File: src/rtl/cpu_pkg.sv
// Shared CPU definitions used by the fetch controller and program memory.
//   fetch_state_t     : fetch sequencer state encoding (IDLE, RUN, HALT)
//   ADDR_WIDTH_DEF    : default program memory address / PC width
//   INSTR_WIDTH_DEF   : default instruction word width
package cpu_pkg;

  localparam int ADDR_WIDTH_DEF  = 4;
  localparam int INSTR_WIDTH_DEF = 12;

  typedef enum logic [1:0] {
    IDLE = 2'd0,
    RUN  = 2'd1,
    HALT = 2'd2
  } fetch_state_t;

endpackage

File: src/rtl/fetch_controller.sv
// Instruction fetch sequencer for an asynchronous-read program memory.
// Owns the PC, presents it as the memory address, and captures the returned
// word into a one-entry output buffer with a valid/ready handshake to decode.
// Ports:
//   clk, n_reset                : clock (rising edge), async active-low reset
//   start, halt                 : begin fetching / stop fetching
//   branch_en, branch_target    : redirect PC, flush the buffered instruction
//   mem_addr, mem_instr         : program memory address out / read data in
//   instr, instr_pc             : buffered instruction and its fetch address
//   instr_valid, instr_ready    : handshake towards decode
//   halted                      : high while in HALT
import cpu_pkg::*;

module fetch_controller #(
  parameter int ADDR_WIDTH  = ADDR_WIDTH_DEF,
  parameter int INSTR_WIDTH = INSTR_WIDTH_DEF
) (
  input  logic                   clk,
  input  logic                   n_reset,
  input  logic                   start,
  input  logic                   halt,
  input  logic                   branch_en,
  input  logic [ADDR_WIDTH-1:0]  branch_target,
  output logic [ADDR_WIDTH-1:0]  mem_addr,
  input  logic [INSTR_WIDTH-1:0] mem_instr,
  output logic [INSTR_WIDTH-1:0] instr,
  output logic [ADDR_WIDTH-1:0]  instr_pc,
  output logic                   instr_valid,
  input  logic                   instr_ready,
  output logic                   halted
);

  fetch_state_t          state;
  logic [ADDR_WIDTH-1:0] pc;
  logic                  load;

  // A fetch happens only when running, not being redirected or stopped,
  // and the buffer is empty or being drained this cycle.
  assign load     = (state == RUN) && !halt && !branch_en &&
                    (!instr_valid || instr_ready);
  assign mem_addr = pc;

  always_ff @(posedge clk or negedge n_reset) begin
    if (!n_reset) begin
      state       <= IDLE;
      halted      <= 1'b0;
      pc          <= '0;
      instr       <= '0;
      instr_pc    <= '0;
      instr_valid <= 1'b0;
    end else begin
      // State sequencing; halt dominates start, branch never moves state.
      case (state)
        RUN: begin
          if (halt) begin
            state  <= HALT;
            halted <= 1'b1;
          end
        end
        default: begin
          if (start) begin
            if (halt) begin
              state  <= HALT;
              halted <= 1'b1;
            end else begin
              state  <= RUN;
              halted <= 1'b0;
            end
          end
        end
      endcase

      // Buffer and PC; a branch discards the buffer even if it was accepted.
      if (branch_en) begin
        pc          <= branch_target;
        instr_valid <= 1'b0;
      end else if (load) begin
        instr       <= mem_instr;
        instr_pc    <= pc;
        instr_valid <= 1'b1;
        pc          <= pc + ADDR_WIDTH'(1);
      end else if (instr_valid && instr_ready) begin
        instr_valid <= 1'b0;
      end
    end
  end

endmodule

File: config.mk
export PLATFORM = sky130hd
export DESIGN_NAME = fetch_controller
export DESIGN_NICKNAME = d
export VERILOG_FILES = /design/src/rtl/cpu_pkg.sv /design/src/rtl/fetch_controller.sv
export SDC_FILE = /design/constraint.sdc
export NUM_CORES = 1
export LEC_CHECK = 0
export BUFFER_PORTS_ARGS = -buffer_cell sky130_fd_sc_hd__buf_2
export CAP_MARGIN = 20
export CORE_MARGIN = 3
export CORE_UTILIZATION = 25
export DETAILED_ROUTE_END_ITERATION = 10
export GPL_TIMING_DRIVEN = 0
export PLACE_DENSITY_LB_ADDON = 0.05
export REMOVE_ABC_BUFFERS = 1
export SYNTH_ARGS = -nofsm -noshare
export SYNTH_HDL_FRONTEND = slang
export SYNTH_SLANG_ARGS = --single-unit
File: constraint.sdc
create_clock -name clk -period 1.7 [get_ports clk]
set_input_delay 0.085 -clock clk [delete_from_list [all_inputs] [get_ports clk]]
set_output_delay 0.085 -clock clk [all_outputs]
set_load 0.01 [all_outputs]
==> impl_metrics.py, run 1 <==
metrics = {
    "outcome": {
        "outcome": "complete, no violations",
    },
    "worst_hold_path": {
        "hold_depth": 2,
        "hp-class": "primary input to register",
        "worstHoldStart": "mem_instr[0]",
    },
    "clock_network": {
        "cts_buffers": 3,
        "cts_tree": "done",
        "cts_buffer_depth": 2,
        "h-tree-depth": 1,
        "root_buffer": "clkbuf_8",
        "insertion_delay_ns": 0.26,
        "path_clk_slew_ns": 0.08,
        "cts_num_sinks": 24,
    },
    "logic_synthesis": {
        "syn_avg_cell_area_sq_um": 13.0,
        "synth_top_area_share_pct": 59.0,
        "netlist_instances": 78,
        "synth_cell_types": 25,
        "synthTopCellsByArea": "dfrtp_1 59%, mux2_2 14%, mux2_1 3.3%",
        "synth_top_area_cell": "dfrtp_1",
        "seq_area_frac_synth_pct": 59.0,
        "syn_area_sq_um": 1020,
        "ys_ff_latch": 24,
        "yosys_warnings": 0,
    },
    "setup_path": {
        "r2r_cells": 4,
        "crit_path_end_kind": "register",
        "required_ns": 1.85,
        "crit_start": "state[1]$_DFFE_PN0P_",
        "crit_path_start_kind": "register",
        "crit_chain": "or3b_4, nor3_4, buf_12, mux2_2",
        "arrival_ns": 1.78,
        "crit_path_top_delay_cell": "or3b_4",
        "r2r_start": "state[1]$_DFFE_PN0P_",
        "path_class": "register to register",
        "critPathMaxFanout": 12,
        "slowest_delay_ns": 0.40,
    },
    "grt": {
        "grt_max_degree": 25,
        "antenna_found_initial": 0,
        "track_usage_pct": 9.75,
        "grt_pass1_wl_mm": 3.82,
        "grt-ovfl-total": 0,
        "first_global_vias": 801,
    },
    "finish": {
        "finalNonFillerCells": 178,
        "drive_above_1_share_pct": 53.1,
        "syn2layout_area_growth_pct": 37.9,
        "diodes": 0,
        "fin_util_pct": 36.9,
        "n_fill_cell": 404,
        "finalNetCount": 154,
    },
    "floorplanning": {
        "fp.dieH_microns": 69.8,
        "fp-row-count": 22,
        "ios": 44,
        "start_util_pct": 26.8,
        "coreArea_sq_um": 3800,
        "dieArea_sq_um": 4870,
        "dieWidth_microns": 69.8,
    },
    "detailed_routing": {
        "drc": 0,
        "via_count": 800,
        "ant_nets": 0,
        "vias_per_cell": 4.49,
        "drtIter0Drc": 39,
        "drt-wirelength-per-cell_microns": 12.5,
        "dr.pass1.iters": 4,
        "routed_wirelength_mm": 2.22,
    },
    "sta": {
        "slew_headroom_pct": 64.1,
        "setup_viol": 0,
        "finClkSkew_ns": 0.00115,
        "fmax_mhz": 615,
        "final_max_slew_viol_count": 0,
        "rsz0062_at_grt": "false",
        "finalHoldViolCount": 0,
        "fin_crit_sh_pct": 95.7,
        "fin_crit_ns": 1.63,
        "tightest_slew_ns": 0.538,
    },
    "place": {
        "placed_cells": 167,
        "io_buffers": 43,
        "place_congestion": 0.700,
        "place_hpwl_mm": 1.64,
    },
    "power_and_ir_drop": {
        "irDropWorstVdd_mv": 0.554,
        "power_density_nw_per_um2": 1170,
        "leakage_nw": 0.670,
    },
    "job": {
        "max_cap_viol_count": 0,
    },
}
layout by cell type, fill, tap and decap left out, types with 2 or more instances in the layout:
cell type | synthesis | final
buf_4 | 1 | 5
mux2_2 | 13 | 13
a21oi_1 | 3 | 3
dfrtp_1 | 24 | 24
nand3_1 | 3 | 3
o21ai_0 | 3 | 3
a31oi_1 | 2 | 2
nor2b_1 | 2 | 2
o211ai_1 | 2 | 2
mux2_1 | 3 | 3
clkbuf_8 | 0 | 4
nor2_1 | 3 | 3
buf_2 | 0 | 43
inv_1 | 4 | 4
nand2_1 | 3 | 3
final timing paths:
| kind | to | slack (ns) |
|---|---|---|
| max | instr[4]$_DFFE_PN0P_ | 0.07 |
| min | instr[0]$_DFFE_PN0P_ | 0.03 |
| max reg2reg | instr[4]$_DFFE_PN0P_ | 0.07 |
| min reg2reg | instr[0]$_DFFE_PN0P_ | 0.49 |
| max in group asynchronous | mem_addr[3]$_DFFE_PN0P_ | 1.01 |
| min in group asynchronous | instr[7]$_DFFE_PN0P_ | 0.33 |
synthesized netlist by cell type (all sizes together):
cell,number
a21oi,3
a2bb2oi,1
a31oi,2
buf,2
dfrtp,24
ha,1
inv,4
mux2,16
nand2,3
nand2b,1
nand3,3
nand4,1
nor2,3
nor2b,2
nor3,2
nor3b,1
o211ai,2
o21ai,3
o311ai,1
o31ai,1
or3b,1
or4,1
worst max-delay path, delay by kind of cell (launching register included):
kind                   cells  cell delay, ns
buffers and inverters      1            0.16
AND/OR/NAND/NOR            2            0.62
multiplexers               1            0.34
flip-flops                 1            0.39
logic make-up after synthesis:
| kind of cell | share of synthesized area, % |
|---|---|
| DFF | 59.0 |
| muxes | 17.7 |
| buffers and inverters | 3.32 |
| AOI/OAI and AO/OA | 8.12 |
| adders and majority gates | 1.23 |
| and+or+nand+nor | 10.6 |
cell type report:
type / count / area [sq um] / share of cell area, %
clock buffer: 4 / 55.1 / 3.93
inverter: 4 / 15.0 / 1.07
multi-input combinational: 48 / 389 / 27.7
sequential: 24 / 601 / 42.8
tap: 48 / 60.1 / 4.28
timing repair buffer: 50 / 283 / 20.2
flip-flops by register name, indices dropped and copies added, names as in the netlist:
signal / count
mem_addr: 4
instr: 12
state: 2
halted: 1
instr_pc: 4
instr_valid: 1
where the power goes:
part / switching [mW] / internal, mW
clock network: 0.177 / 0.207
registers: 0.0746 / 0.721
logic: 0.215 / 0.247
total: 0.466 / 1.18
routing by layer:
layer	wire [microns]	GRT usage, %	vias up
li1	-	-	385
met1	998	12.3	384
met2	1030	15.1	29
met3	169	4.06	2
met4	23	3.19	0
met5	0	0	-
per-stage QoR:
stage / area (sq um) / hold slack (ns) / power [mW] / setup WS, ns / setup TNS (ns)
after floorplan: 998 / -0.211 / 1.04 / -0.0127 / -0.115
after global placement: 1270 / 0.109 / 1.25 / -0.253 / -2.94
after detailed placement: 1270 / 0.112 / 1.26 / -0.288 / -3.21
after CTS: 1390 / 0.0267 / 1.68 / 0.0436 / 0
after global routing: 1400 / 0.0263 / 1.76 / 0.00246 / 0
final: 1400 / 0.0329 / 1.64 / 0.0735 / 0
timing repair:
| action | CTS | global route |
|---|---|---|
| hold buffers | 1 | 0 |
| endpoints found under the hold margin | 24 | 0 |
| resized for setup | 1 | 1 |
| pin swaps | 2 | 2 |
| setup endpoints to repair | 12 | 1 |
| setup buffers | 5 | 1 |
(Power assumes the default switching activity.)
==> run 2, diff against run 1 <==
Settings changed: ABC_AREA from default to 1.
==> impl_metrics.py, run 2 <==
metrics = {
    "outcome": {
        "outcome": "complete, no violations",
    },
    "detailed_routing": {
        "dr.pass1.iters": 4,
        "drc": 0,
        "drt-wirelength-per-cell_microns": 11.1,
        "drtIter0Drc": 10,
        "ant_nets": 0,
        "via_count": 879,
        "routed_wirelength_mm": 2.33,
        "vias_per_cell": 4.19,
    },
    "floorplanning": {
        "fp.dieH_microns": 70.8,
        "dieWidth_microns": 70.8,
        "dieArea_sq_um": 5010,
        "ios": 44,
        "fp-row-count": 22,
        "coreArea_sq_um": 3850,
        "start_util_pct": 27.2,
    },
    "grt": {
        "grt-ovfl-total": 0,
        "track_usage_pct": 9.38,
        "grt_max_degree": 25,
        "first_global_vias": 811,
        "antenna_found_initial": 0,
        "grt_pass1_wl_mm": 3.82,
    },
    "clock_network": {
        "cts_tree": "done",
        "cts_num_sinks": 24,
        "path_clk_slew_ns": 0.09,
        "cts_buffers": 3,
        "cts_buffer_depth": 2,
        "postCtsSetupBuffers": 0,
        "h-tree-depth": 1,
        "root_buffer": "clkbuf_8",
        "insertion_delay_ns": 0.26,
    },
    "job": {
        "max_cap_viol_count": 0,
    },
    "sta": {
        "slew_headroom_pct": 64.0,
        "rsz0062_at_grt": "false",
        "finalSetupTns_ns": 0,
        "finalHoldViolCount": 0,
        "tightest_slew_ns": 0.540,
        "setup_viol": 0,
        "finClkSkew_ns": 0.00247,
        "final_max_slew_viol_count": 0,
        "layout_setup_ws_ns": 0.431,
        "fin_crit_sh_pct": 74.6,
        "fmax_mhz": 788,
        "fin_crit_ns": 1.27,
    },
    "setup_path": {
        "crit_path_top_delay_cell": "dfrtp_1",
        "r2r_cells": 5,
        "crit_start": "state[1]$_DFFE_PN0P_",
        "required_ns": 1.91,
        "crit_chain": "nor2_4, nand3_4, nor2_4, nand2_1, nand2_1",
        "critPathMaxFanout": 14,
        "crit_buf_inv": 0,
        "rr_endpoint": "instr[8]$_DFFE_PN0P_",
        "arrival_ns": 1.47,
        "endpoint": "instr[8]$_DFFE_PN0P_",
        "reg2reg_slack_ns": 0.43,
        "worstSetupPathDepth": 5,
        "crit_family": "simple AND/OR/NAND/NOR gates",
        "path_class": "register to register",
        "r2r_start": "state[1]$_DFFE_PN0P_",
        "slowest_delay_ns": 0.43,
        "crit_path_start_kind": "register",
        "crit_path_end_kind": "register",
    },
    "finish": {
        "syn2layout_area_growth_pct": 31.8,
        "mostFrequentLayoutCells": "57 x nand2_1, 43 x buf_2, 24 x dfrtp_1, 9 x o21ai_0",
        "n_fill_cell": 432,
        "drive_above_1_share_pct": 32.7,
        "top_register": "instr",
        "largest_reg_flops": 12,
        "final_common_cell": "nand2_1",
        "finalNetCount": 186,
        "diodes": 0,
    },
    "logic_synthesis": {
        "ys_ff_latch": 24,
        "synth_async_sr_flop_share_pct": 100,
        "synth_edf_count": 0,
        "synthTopCellsByArea": "dfrtp_1 57%, nand2_1 20%, o21ai_0 4.3%",
        "netlist_instances": 116,
        "synth_cell_types": 16,
        "yosys-top-cells-count": "57 x nand2_1, 24 x dfrtp_1, 9 x o21ai_0",
        "syn_avg_cell_area_sq_um": 9.05,
        "syn_area_sq_um": 1050,
        "synth_top_area_cell": "dfrtp_1",
        "synth.most_common_cell": "nand2_1",
        "seq_area_frac_synth_pct": 57.2,
        "synth_top_area_share_pct": 57.2,
        "yosys_warnings": 0,
        "synth-main-ff-cell": "dfrtp_1",
    },
    "power_and_ir_drop": {
        "irDropWorstVdd_mv": 0.417,
        "power_density_nw_per_um2": 1270,
        "p_total_mw": 1.76,
        "leakage_nw": 0.765,
    },
    "place": {
        "dp_slack_ns": 0.427,
        "io_buffers": 43,
        "place_hpwl_mm": 1.70,
        "place_congestion": 0.831,
    },
    "worst_hold_path": {
        "hp-class": "primary input to register",
    },
}
==> run 2: cell count changes in the layout (fill, tap and decap cells not counted), sizes merged, moves of 4 or more <==
cell   previous run  this run
o21ai             3         9
mux2             16         0
nand3             3         7
nand2             3        57
inv               4         8
buf              49        43
==> run 2: worst min path at each step <==
| stage | startpoint | to | slack (ns) | cells after the start |
|---|---|---|---|---|
| final | mem_instr[1] | instr[1]$_DFFE_PN0P_ | 0.01 | 3 |
| after global routing | mem_instr[9] | instr[9]$_DFFE_PN0P_ | 0.008 | 3 |
| after CTS | mem_instr[1] | instr[1]$_DFFE_PN0P_ | 0.001 | 3 |
| after detailed placement | n_reset | instr[6]$_DFFE_PN0P_ | 0.12 | 1 |
| after global placement | n_reset | halted$_DFFE_PN0P_ | 0.11 | 1 |
| after floorplan | n_reset | halted$_DFFE_PN0P_ | -0.21 | 0 |
==> run 2: logic make-up after synthesis <==
kind of cell | Yosys count | share of synthesized area (%)
and+or+nand+nor | 69 | 30.3
DFF | 24 | 57.2
AOI/OAI and AO/OA | 11 | 5.48
buffers and inverters | 10 | 5.01
xor gates and xnor gates | 1 | 0.834
adders and majority gates | 1 | 1.19
==> run 2: stage by stage <==
stage | instance area (sq um) | instances | hold slack, ns | utilization [%]
after floorplan | 1030 | 114 | -0.211 | -
after global placement | 1300 | 205 | 0.108 | 33.8
after detailed placement | 1300 | 205 | 0.115 | 33.8
after CTS | 1380 | 210 | 0.00135 | 35.9
after global routing | 1380 | 210 | 0.00798 | 35.9
final | 1380 | 210 | 0.0108 | 35.9
==> run 2: repair_timing <==
item	in CTS	in global routing
endpoints found under the hold margin	24	0
gates resized for setup	0	0
hold buffers	1	0
==> run 2: tightest hold or removal path, delay by kind of cell <==
kind | cells | cell delay (ns)
simple gates | 2 | 0.08
buf+inv | 1 | 0.07
==> run 2: area by class of cell <==
type | instances | area (sq um) | area share, %
repair buffers | 44 | 225 | 16.3
multi-input cells | 82 | 397 | 28.7
well taps | 48 | 60.1 | 4.34
inverters | 8 | 30.0 | 2.17
flip-flops and latches | 24 | 601 | 43.4
clock buffers | 3 | 41.3 | 2.98
clock inverters | 1 | 30.0 | 2.17
==> run 2: power breakdown <==
group | switching [mW] | internal, mW | total (mW)
Sequential | 0.0882 | 0.716 | 0.804
Clock | 0.181 | 0.314 | 0.496
Combinational | 0.259 | 0.198 | 0.457
==> run 2: per-layer routing <==
metal	part of all wire, %	global-route usage [%]	vias up
li1	-	-	453
met1	49	13.2	394
met2	43	13.8	30
met3	7.5	2.70	2
met4	0.47	3.13	0
met5	0	0	-
==> run 3, diff against run 2 <==
Clock period 1.7 ns to 1.35 ns, I/O delays scaled along.
==> impl_metrics.py, run 3 (synthesized netlist as in run 2, its figures left out) <==
metrics = {
    "floorplanning": {
        "fp.dieH_microns": 70.8,
        "start_util_pct": 27.2,
        "coreArea_sq_um": 3850,
        "ios": 44,
        "fp-row-count": 22,
        "dieArea_sq_um": 5010,
        "dieWidth_microns": 70.8,
    },
    "sta": {
        "finClkSkew_ns": 0.00205,
        "fin_crit_ns": 1.21,
        "rsz0062_at_grt": "false",
        "holdWs_ns": 0.00294,
        "fin_crit_sh_pct": 89.9,
        "finalSetupTns_ns": 0,
        "slew_headroom_pct": 64.1,
        "fmax_mhz": 824,
        "tightest_slew_ns": 0.539,
        "finalHoldViolCount": 0,
        "setup_viol": 0,
        "final_max_slew_viol_count": 0,
    },
    "clock_network": {
        "insertion_delay_ns": 0.26,
        "cts_num_sinks": 24,
        "cts_buffers": 3,
        "cts_tree": "done",
        "path_clk_slew_ns": 0.09,
        "h-tree-depth": 1,
        "cts_buffer_depth": 2,
        "root_buffer": "clkbuf_8",
    },
    "detailed_routing": {
        "drtIter0Drc": 27,
        "vias_per_cell": 4.14,
        "routed_wirelength_mm": 2.43,
        "dr.pass1.iters": 3,
        "ant_nets": 0,
        "drc": 0,
        "drt-wirelength-per-cell_microns": 11.0,
        "via_count": 919,
    },
    "setup_path": {
        "crit_path_end_kind": "register",
        "path_class": "register to register",
        "r2r_start": "state[1]$_DFFE_PN0P_",
        "crit_path_start_kind": "register",
        "required_ns": 1.56,
        "rr_endpoint": "instr_pc[2]$_DFFE_PN0P_",
        "critPathMaxFanout": 14,
        "arrival_ns": 1.42,
        "reg2reg_slack_ns": 0.14,
        "r2r_cells": 6,
    },
    "worst_hold_path": {
        "worstHoldStart": "mem_instr[5]",
        "hold_depth": 3,
        "hp-class": "primary input to register",
        "hold_path_end": "instr[5]$_DFFE_PN0P_",
    },
    "finish": {
        "syn2layout_area_growth_pct": 45.2,
        "finalNonFillerCells": 222,
        "top_register": "instr",
        "finalNetCount": 198,
        "drive_above_1_share_pct": 31.6,
        "mostFrequentLayoutCells": "57 x nand2_1, 43 x buf_2, 24 x dfrtp_1, 11 x dlygate4sd3_1, 9 x o21ai_0",
        "final_common_cell": "nand2_1",
        "largest_reg_flops": 12,
        "diodes": 0,
        "final_area_sq_um": 1520,
        "n_fill_cell": 424,
    },
    "place": {
        "place_congestion": 0.831,
        "io_buffers": 43,
        "placed_cells": 205,
        "place_hpwl_mm": 1.70,
        "dpl_cell_area_sq_um": 1300,
    },
    "power_and_ir_drop": {
        "irDropWorstVdd_mv": 0.525,
        "power_density_nw_per_um2": 1470,
        "leakage_nw": 0.825,
    },
    "grt": {
        "grt_max_degree": 25,
        "antenna_found_initial": 0,
        "track_usage_pct": 9.56,
        "first_global_vias": 835,
        "grt_pass1_wl_mm": 3.91,
        "grt-ovfl-total": 0,
    },
    "job": {
        "max_cap_viol_count": 0,
    },
    "outcome": {
        "outcome": "complete, no violations",
    },
}
-- run 3: power by group --
group,internal (mW),total (mW),switching (mW)
Combinational,0.279,0.612,0.333
Sequential,0.901,1.01,0.111
Clock,0.396,0.623,0.227
-- run 3: worst max-delay path: stages (launching register included) --
cell     delay (ns)
dfrtp_1        0.43
nor2_4         0.21
nand3_4        0.12
nor2_4         0.14
buf_12         0.14
nand2_1        0.05
nand2_1        0.06
-- run 3: worst max path at each step --
| stage | cells past startpoint | end | from | slack, ns |
|---|---|---|---|---|
| floorplan | 5 | mem_addr[2]$_DFFE_PN0P_ | instr_valid$_DFFE_PN0P_ | 0.25 |
| global placement | 5 | mem_addr[2]$_DFFE_PN0P_ | state[1]$_DFFE_PN0P_ | 0.11 |
| detailed placement | 5 | instr[8]$_DFFE_PN0P_ | state[1]$_DFFE_PN0P_ | 0.08 |
| CTS | 5 | instr[5]$_DFFE_PN0P_ | state[1]$_DFFE_PN0P_ | 0.07 |
| global route | 6 | instr[5]$_DFFE_PN0P_ | state[1]$_DFFE_PN0P_ | 0.06 |
| finish | 6 | instr_pc[2]$_DFFE_PN0P_ | state[1]$_DFFE_PN0P_ | 0.14 |
-- run 3: what timing repair did --
action | 4_1_cts | 5_1_grt
hold buffers | 11 | 0
endpoints found under the setup margin | 0 | 13
hold endpoints to repair | 34 | 0
setup buffers | 0 | 2
gates resized for setup | 0 | 0
-- run 3: final cells by class --
type                       instances  area (sq um)  area share [%]
clock inverter                     1          30.0            1.97
clock buffer                       3          41.3            2.71
multi-input combinational         82           397            26.0
sequential                        24           601            39.4
tap                               48          60.1            3.94
timing repair buffer              56           365            24.0
inverter                           8          30.0            1.97
-- run 3: metrics by stage --
| step | total power [mW] | setup WS (ns) | util (%) |
|---|---|---|---|
| 2_1_floorplan | 1.33 | 0.254 | - |
| 3_3_place_gp | 1.60 | 0.109 | 33.8 |
| 3_5_place_dp | 1.62 | 0.0775 | 33.8 |
| 4_1_cts | 2.27 | 0.0748 | 38.5 |
| 5_1_grt | 2.40 | 0.0590 | 39.5 |
| 6_report | 2.25 | 0.136 | 39.5 |
-- run 3: routing by layer --
layer | wire (microns) | part of all wire [%] | vias up | GRT usage (%)
li1 | - | - | 478 | -
met1 | 1170 | 48 | 413 | 13.6
met2 | 1090 | 45 | 26 | 14.0
met3 | 163 | 6.7 | 2 | 2.56
met4 | 11 | 0.45 | 0 | 3.13
met5 | 0 | 0 | - | 0
